`src/rtl/spi_pkg.sv`:
```
// Shared types and constants for the SPI device: FSM state encoding,
// command decode bit and the byte shifted out when the TX FIFO runs dry.
package spi_pkg;

  typedef enum logic [1:0] {
    IDLE,
    CMD,
    WRITE,
    READ
  } spi_dev_state_e;

  localparam int          CmdReadBit = 7;
  localparam logic [7:0]  IdleByte   = 8'hFF;

endpackage

```
`src/rtl/spi_device_fifo.sv`:
```
// Byte-wide circular FIFO with valid/ready on both sides. A push into a full
// FIFO is accepted when a pop happens in the same cycle.
module spi_device_fifo #(
  parameter int Depth = 3
) (
  input  logic       clk_i,
  input  logic       rst_ni,
  input  logic [7:0] wdata_i,
  input  logic       wvalid_i,
  output logic       wready_o,
  output logic [7:0] rdata_o,
  output logic       rvalid_o,
  input  logic       rready_i
);

  localparam int PtrW = (Depth > 1) ? $clog2(Depth) : 1;
  localparam int CntW = $clog2(Depth + 1);

  logic [7:0]      mem_q [Depth];
  logic [PtrW-1:0] wr_ptr_q, rd_ptr_q;
  logic [CntW-1:0] cnt_q;
  logic            full, empty, push, pop;

  assign full     = (cnt_q == CntW'(Depth));
  assign empty    = (cnt_q == '0);
  assign pop      = rready_i && !empty;
  assign push     = wvalid_i && (!full || pop);
  assign wready_o = !full;
  assign rvalid_o = !empty;
  assign rdata_o  = mem_q[rd_ptr_q];

  function automatic logic [PtrW-1:0] ptr_inc(input logic [PtrW-1:0] p);
    return (p == PtrW'(Depth - 1)) ? '0 : p + 1'b1;
  endfunction

  // NOTE: storage has no reset; only pointers and count define what is valid,
  // so clearing them empties the FIFO without a reset fan-out to every entry.
  always_ff @(posedge clk_i) begin
    if (push) mem_q[wr_ptr_q] <= wdata_i;
  end

  // NOTE: all sequential state uses non-blocking assignments so every flop
  // samples the pre-edge values regardless of statement order.
  always_ff @(posedge clk_i) begin
    if (!rst_ni) begin
      wr_ptr_q <= '0;
      rd_ptr_q <= '0;
      cnt_q    <= '0;
    end else begin
      if (push) wr_ptr_q <= ptr_inc(wr_ptr_q);
      if (pop)  rd_ptr_q <= ptr_inc(rd_ptr_q);
      if (push && !pop)      cnt_q <= cnt_q + 1'b1;
      else if (pop && !push) cnt_q <= cnt_q - 1'b1;
    end
  end

endmodule

```
`src/rtl/spi_device.sv`:
```
// SPI target for a 3-wire half-duplex mode-0 bus: pins are oversampled in the
// clk_i domain, a command byte selects a write (to RX FIFO) or read (from TX FIFO).
module spi_device
  import spi_pkg::*;
#(
  parameter int FifoDepth  = 3,
  parameter int SyncStages = 2
) (
  input  logic       clk_i,
  input  logic       rst_ni,
  input  logic       spi_cs_i,
  input  logic       spi_sclk_i,
  input  logic       spi_sdio_i,
  output logic       spi_sdio_o,
  output logic       spi_sdioz_o,
  output logic [7:0] rx_rdata_o,
  output logic       rx_rvalid_o,
  input  logic       rx_rready_i,
  input  logic [7:0] tx_wdata_i,
  input  logic       tx_wvalid_i,
  output logic       tx_wready_o,
  output logic       busy_o,
  output logic       err_ovf_o,
  output logic       err_udf_o
);

  logic [SyncStages-1:0] cs_sync_q, sclk_sync_q, sdio_sync_q;
  logic                  cs_prev_q, sclk_prev_q;
  logic                  cs_s, sclk_s, sdio_s;
  logic                  cs_fall, cs_rise, sclk_rise, sclk_fall;

  // cs resets to its inactive level so leaving reset never fakes a select.
  always_ff @(posedge clk_i) begin
    if (!rst_ni) begin
      cs_sync_q   <= '1;
      sclk_sync_q <= '0;
      sdio_sync_q <= '0;
      cs_prev_q   <= 1'b1;
      sclk_prev_q <= 1'b0;
    end else begin
      cs_sync_q   <= {cs_sync_q[SyncStages-2:0], spi_cs_i};
      sclk_sync_q <= {sclk_sync_q[SyncStages-2:0], spi_sclk_i};
      sdio_sync_q <= {sdio_sync_q[SyncStages-2:0], spi_sdio_i};
      cs_prev_q   <= cs_s;
      sclk_prev_q <= sclk_s;
    end
  end

  assign cs_s      = cs_sync_q[SyncStages-1];
  assign sclk_s    = sclk_sync_q[SyncStages-1];
  assign sdio_s    = sdio_sync_q[SyncStages-1];
  assign cs_fall   = !cs_s && cs_prev_q;
  assign cs_rise   = cs_s && !cs_prev_q;
  assign sclk_rise = sclk_s && !sclk_prev_q;
  assign sclk_fall = !sclk_s && sclk_prev_q;

  spi_dev_state_e state_q;
  logic [2:0]     bit_cnt_q;
  logic [6:0]     shift_q, tx_shift_q;
  logic           sdio_o_q, sdioz_q, err_ovf_q, err_udf_q;

  logic [7:0] rx_byte_d, tx_byte_d, tx_rdata;
  logic       byte_done, rx_push, rx_wready, rx_pop, tx_pop_req, tx_rvalid;

  assign rx_byte_d  = {shift_q, sdio_s};
  assign byte_done  = sclk_rise && (bit_cnt_q == 3'd7);
  // A byte completing together with cs rising is still delivered.
  assign rx_push    = (state_q == WRITE) && byte_done;
  assign rx_pop     = rx_rready_i && rx_rvalid_o;
  assign tx_pop_req = (state_q == READ) && sclk_fall && (bit_cnt_q == 3'd0) && !cs_rise;
  assign tx_byte_d  = tx_rvalid ? tx_rdata : IdleByte;

  spi_device_fifo #(.Depth(FifoDepth)) u_rx_fifo (
    .clk_i    (clk_i),
    .rst_ni   (rst_ni),
    .wdata_i  (rx_byte_d),
    .wvalid_i (rx_push),
    .wready_o (rx_wready),
    .rdata_o  (rx_rdata_o),
    .rvalid_o (rx_rvalid_o),
    .rready_i (rx_rready_i)
  );

  spi_device_fifo #(.Depth(FifoDepth)) u_tx_fifo (
    .clk_i    (clk_i),
    .rst_ni   (rst_ni),
    .wdata_i  (tx_wdata_i),
    .wvalid_i (tx_wvalid_i),
    .wready_o (tx_wready_o),
    .rdata_o  (tx_rdata),
    .rvalid_o (tx_rvalid),
    .rready_i (tx_pop_req)
  );

  always_ff @(posedge clk_i) begin
    if (!rst_ni) begin
      state_q    <= IDLE;
      bit_cnt_q  <= '0;
      shift_q    <= '0;
      tx_shift_q <= '0;
      sdio_o_q   <= 1'b0;
      sdioz_q    <= 1'b1;
      err_ovf_q  <= 1'b0;
      err_udf_q  <= 1'b0;
    end else begin
      err_ovf_q <= rx_push && !rx_wready && !rx_pop;
      err_udf_q <= tx_pop_req && !tx_rvalid;

      // The counter advances on rises in every active state and wraps 7->0,
      // so in READ a fall with count 0 marks the start of a new byte.
      if (sclk_rise && state_q != IDLE) begin
        bit_cnt_q <= bit_cnt_q + 3'd1;
        shift_q   <= rx_byte_d[6:0];
      end

      unique case (state_q)
        IDLE: begin
          if (cs_fall) begin
            state_q   <= CMD;
            bit_cnt_q <= '0;
          end
        end
        CMD: begin
          if (byte_done) state_q <= rx_byte_d[CmdReadBit] ? READ : WRITE;
        end
        WRITE: ;
        READ: begin
          if (sclk_fall) begin
            sdioz_q <= 1'b0;
            if (bit_cnt_q == 3'd0) begin
              sdio_o_q   <= tx_byte_d[7];
              tx_shift_q <= tx_byte_d[6:0];
            end else begin
              sdio_o_q   <= tx_shift_q[6];
              tx_shift_q <= {tx_shift_q[5:0], 1'b0};
            end
          end
        end
      endcase

      if (cs_rise) begin
        state_q  <= IDLE;
        sdioz_q  <= 1'b1;
        sdio_o_q <= 1'b0;
      end
    end
  end

  assign spi_sdio_o  = sdio_o_q;
  assign spi_sdioz_o = sdioz_q;
  assign busy_o      = (state_q != IDLE);
  assign err_ovf_o   = err_ovf_q;
  assign err_udf_o   = err_udf_q;

endmodule

```
`config.mk`:
```
export PLATFORM = sky130hd
export DESIGN_NAME = spi_device
export DESIGN_NICKNAME = d
export VERILOG_FILES = /design/src/rtl/spi_pkg.sv /design/src/rtl/spi_device_fifo.sv /design/src/rtl/spi_device.sv
export SDC_FILE = /design/constraint.sdc
export NUM_CORES = 1
export LEC_CHECK = 0
export ABC_AREA = 0
export BUFFER_PORTS_ARGS = -buffer_cell sky130_fd_sc_hd__buf_2
export CAP_MARGIN = 0
export CORE_MARGIN = 5
export CORE_UTILIZATION = 40
export CTS_CLUSTER_SIZE = 14
export DETAILED_ROUTE_END_ITERATION = 16
export HOLD_SLACK_MARGIN = 0.05
export PLACE_DENSITY = 0.67
export RECOVER_POWER = 25
export SLEW_MARGIN = 10
export SYNTH_ARGS = -nofsm -noshare
export SYNTH_HDL_FRONTEND = slang
export SYNTH_SLANG_ARGS = --single-unit
```
`constraint.sdc`:
```
create_clock -name clk_i -period 6.2 [get_ports clk_i]
set_input_delay 0.93 -clock clk_i [delete_from_list [all_inputs] [get_ports clk_i]]
set_output_delay 0.93 -clock clk_i [all_outputs]
set_load 0.02 [all_outputs]
```
======== Word level (Yosys, flattened, before mapping) ========
Memory sizes are Yosys's and may differ from the RTL's. A register that Yosys moved wholly into a read port is not among the register bits.
Index checks and enable logic that the tools add are counted.
word-level totals
  register bits ........................... 43
  memory bits (writable) .................. 48
  input bits .............................. 15
  output and inout bits ................... 15
  logic and storage cells ................. 116
  memories kept ........................... 2
operators by class
  add/subtract/negate cells ............... 9
  eq/ne operators ......................... 12
  mux-type cells .......................... 26
  bitwise gates (word level) .............. 1
  reduce and logical (&&, ||, !) cells .... 47
memory list
  name             words  bits a word  rd ports  clocked after memory_dff  wr ports  line                   source
  u_rx_fifo.mem_q  3      8            1         1                         1         spi_device_fifo.sv:19  logic [7:0] mem_q [Depth];
  u_tx_fifo.mem_q  3      8            1         1                         1         spi_device_fifo.sv:19
operators by type and width
  cell                                                 number
  two-way mux 2 bit                                    14
  logical AND 1 bit                                    21
  equality test 2 bit, second input constant           8
  logical NOT 1 bit                                    13
  adder 2 x 1 -> 2 bit, second input constant          6
  two-way mux 3 bit                                    3
  two-way mux 8 bit                                    1
  nonzero test 2 bit                                   4
  two-way mux 7 bit                                    1
  logical NOT 2 bit                                    3
  two-way mux 1 bit                                    6
  != test 2 bit, second input constant                 2
  case mux 2 bit (2 select lines)                      1
  subtractor 2 x 1 -> 2 bit, second input constant     2
  adder 3 x 1 -> 3 bit, second input constant          1
  equality test 3 bit, second input constant           1
  logical NOT 3 bit                                    1
  AND reduction 3 bit                                  1
  equality test 2 x 1 -> 1 bit, second input constant  1
  logical OR 1 bit                                     2
  AND reduction 2 bit                                  1
  OR reduction 2 bit                                   1
  NOT 1 bit                                            1

======== Longest topological paths before layout ========
  word-level depth ........................ 12
  depth in mapped cells ................... 10
  gate-level depth less buffers ........... 9

======== By module ========
Synthesis repeated with hierarchy kept, for this count alone.
unflattened totals
  cells, all modules ...................... 311
  area total of the unflattened synthesis .. 3761.1 µm²
by module, submodules not included
  module           instances  cells an instance  area an instance (µm²)  sequential area each (µm²)
  spi_device_fifo  2          86                 1236.2                  880.8
  spi_device       1          139                1288.7                  620.6

======== Worst setup path after synthesis ========
No wires, ideal clock.
  path kind ............................... input to register
  start ................................... in rx_rready_i
  end ..................................... mem u_rx_fifo.mem_q[2][0], enable pin
  setup time .............................. 0.385 ns
  data arrival time ....................... 2.424 ns
  required time ........................... 5.815 ns
  slack ................................... 3.390 ns
  stages on the path ...................... 4
  path buffers ............................ 1
  cells stage by stage .................... and3b_1 or4_1 buf_2 nor3b_1
on the way
  cells in the longest elaborated chain, start to end .. 5
RTL lines
  item                                     line                   source
  from (decl)                              spi_device.sv:18       input logic rx_rready_i,
  logical AND 1 bit                        spi_device_fifo.sv:26  assign pop = rready_i && !empty;
  logical OR 1 bit                         spi_device_fifo.sv:27  assign push = wvalid_i && (!full || pop);
  logical AND 1 bit                        spi_device_fifo.sv:27
  two-way mux 1 bit                        spi_device_fifo.sv:39  if (push) mem_q[wr_ptr_q] <= wdata_i;
  two-way mux 1 bit (not written as such)  spi_device_fifo.sv:39
  to (decl)                                spi_device_fifo.sv:19
No other way between the ends.

======== Final worst setup path ========
Same ends and word-level chain as after synthesis.

==> metrics.txt <==
TritonCTS clock tree=done; mux cell area share after synthesis=under 10%; Synth area leaders=edfxtp_1 40%, dfxtp_1 26%, nand2_1 5.0%, mux2i_1 4.2%, a21oi_1 2.2%; CP max FO=8; Pre-antenna DRT Iters=4; Seq cells post-synth=between 90 and 100; DIE WIDTH=105 um; Synth Cell Area=3590 um^2; Root Buffer=clkbuf_8; Async S/R FF share, synth=0%; cts bufs inserted=9; Yosys top cell area share=around two fifths; Worst setup SP type=primary input; Ports=30; Final Net Count=350; hold_buf cts=0; post-synthesis compound-gate area fraction=9.41%; Slew Limit Fails=0; Initial Utilization=around two fifths; largest family of logic cells by synthesized area=simple AND/OR/NAND/NOR gates; RD Place Congestion=0.688; wirelength, routed=around 5600 um; number of instances in the placed design=roughly 430; Critical Path RT=just over 6 ns; CORE AREA=between 8000 and 9000 um^2; Die Span Y=between 100 and 150 um; post-route total power=1.19 mW; kind of critical path=primary input to flop; clk_lat worst skew=roughly 0.35 ns; GRT busiest layer=met2; Crit. End Element=flop; crit-path cells=buf_2 -> and3b_1 -> or4_1 -> nor3b_1; Yosys cell types=43; RSZ-0062 raised after global routing=false; initial antenna violation count=0; Clk pin slew, worst setup/hold paths=about 0.090 ns; H-tree Lvls=3; vias per inst=4.89; fin cells=around 440; post-synthesis adder-cell area fraction=between 1.5 and 2%; Final min period=roughly 2.7 ns; vias in the first global route=roughly 2100; setup bufs post-CTS=0; DRC violations left=0; met3 usage=roughly 4.6%; peak supply drop=about 150 uV; CP arrival=around 2.7 ns; total gr overflow=0; status=completed; final-report hold violation count=0; largest net degree at the start of global routing=24; total negative setup slack=0 ns; power density over the cells=between 200 and 300 nW/um^2; die area=between 10000 and 15000 um^2; M1 GR Usage=a little over an eighth; PortBufs=29; Final ANT Viol Nets=0; Hold Crit Class=flop to flop; via count=2166; Core Rows=34; Clock Tree Buf Depth=2; Max stage delay on crit path=approximately 0.9 ns; drt wl/cell=between 10 and 15 um; ANT cells=0; share of post-route cells with drive strength above 1=~12%; Sink Count=95; ys flop type=edfxtp_1; Slew headroom=roughly 31%; Post-synth EDFFs=48; Max Freq=approximately 370 MHz; max-cap violation count=0; Yosys top cell by area=edfxtp_1; Synth Area in XOR/XNOR=about 1.2%; syn_area_per_cell=between 10 and 15 um^2; worst slew pin tran=between 1 and 1.5 ns; area grow syn2layout=12.5%; 1st-iter DRT viols=60; Seq/Total Area, Yosys=66.3%; Cells after Synth=301; Tot GR Track Use=between 10% and 20%; first-pass GRT wire length=9670 um; Warnings, synthesis=0; Detail Placement HPWL=around 4000 um; cell leakage power=1.37 nW; Final setup viols=0; simple-gate share of the synthesized area=between 15 and 20%; M2 GR Usage=approximately 18%; Critical Path Slowest Stage Cell=nor3b_1; period utilization=between 40 and 50%; Post-CTS Resized=0; Layout Skew=roughly 0.0063 ns; Syn Nets=between 300 and 400
==> registers in the layout, summed over array words and instances (netlist names), 3 cells and up, named ones only <==
name	cells
tx_shift_q	7
bit_cnt_q	3
shift_q	7
u_rx_fifo.mem_q	24
u_tx_fifo.mem_q	24
==> power breakdown <==
part / internal (mW) / leakage, nW / switching, mW
registers: 0.674 / 0.823 / 0.0107
clock network: 0.228 / 0.103 / 0.206
logic: 0.0262 / 0.442 / 0.0409
==> per-stage QoR <==
stage / utilization, % / instance area (um^2) / hold slack [ns] / setup WS, ns
after floorplan: - / 3590 / 0.386 / 3.39
after global placement: 43.9 / 3830 / 0.401 / 3.13
after detailed placement: 43.9 / 3830 / 0.396 / 3.10
after CTS: 46.4 / 4050 / 0.423 / 3.48
after global routing: 46.3 / 4040 / 0.460 / 3.38
final: 46.3 / 4040 / 0.420 / 3.47
==> worst max-delay path, delay by kind of cell <==
family / cells / cell delay [ns]
buffers and inverters: 1 / 0.08
AND/OR/NAND/NOR: 3 / 1.69
==> cells in the mapped netlist, types with 6 or more instances <==
cell type  count
a32o_1         6
dfxtp_1       47
mux2i_1       15
o211ai_1       6
nand2b_1      12
nand2_1       48
clkbuf_1       9
nor2_1        12
inv_1          7
edfxtp_1      48
a21oi_1       16
o21ai_0       14
and2_1         6
==> placed cells by master, fill, tap and decap left out, types with 3 or more instances in the layout <==
cell / count
nor3_1: 4
inv_1: 7
a21oi_1: 16
nand2_1: 48
clkbuf_8: 9
dfxtp_1: 47
o211ai_1: 6
buf_2: 23
nand3_1: 3
nor2_1: 12
o21ai_0: 14
ha_1: 5
nor2b_1: 5
nand2b_1: 12
or3_1: 3
xor2_1: 4
a32o_1: 6
and2_1: 6
mux2i_1: 15
edfxtp_1: 48
clkbuf_1: 6
==> layer usage <==
layer,up-vias,wire length (um)
met4,0,55
li1,1131,-
met1,991,2510
met5,-,0
met2,37,2670
met3,7,337
==> final timing paths <==
| kind | end | depth (start not counted) | slack (ns) | from |
|---|---|---|---|---|
| setup / recovery | u_rx_fifo.mem_q[2][0]$_DFFE_PP_ | 4 | 3.47 | rx_rready_i |
| hold / removal | cs_sync_q[1]$_SDFF_PN1_ | 1 | 0.42 | cs_sync_q[0]$_SDFF_PN1_ |
| setup reg to reg | u_rx_fifo.mem_q[2][0]$_DFFE_PP_ | 5 | 3.63 | bit_cnt_q[0]$_SDFF_PN0_ |
| hold reg to reg | cs_sync_q[1]$_SDFF_PN1_ | 1 | 0.42 | cs_sync_q[0]$_SDFF_PN1_ |
==> logic make-up (layout without fill, tap and decap cells) <==
| kind of cell | Yosys count | after routing |
|---|---|---|
| AND/OR/NAND/NOR | 109 | 109 |
| flip-flops | 95 | 95 |
| AO/OA/AOI/OAI | 53 | 53 |
| buffers and inverters | 19 | 53 |
| multiplexers | 15 | 15 |
| adder cells (fa/ha/maj) | 5 | 5 |
| XOR/XNOR | 5 | 5 |
==> final cells by class <==
cell class              instances  area (um^2)
clock buffers                   9          124
well taps                     108          135
inverters                       8         30.0
clock inverters                 7         96.3
multi-input cells             187         1140
fillers                       797         4680
repair buffers                 29          138
flip-flops and latches         95         2380
(Power assumes the default switching activity.)
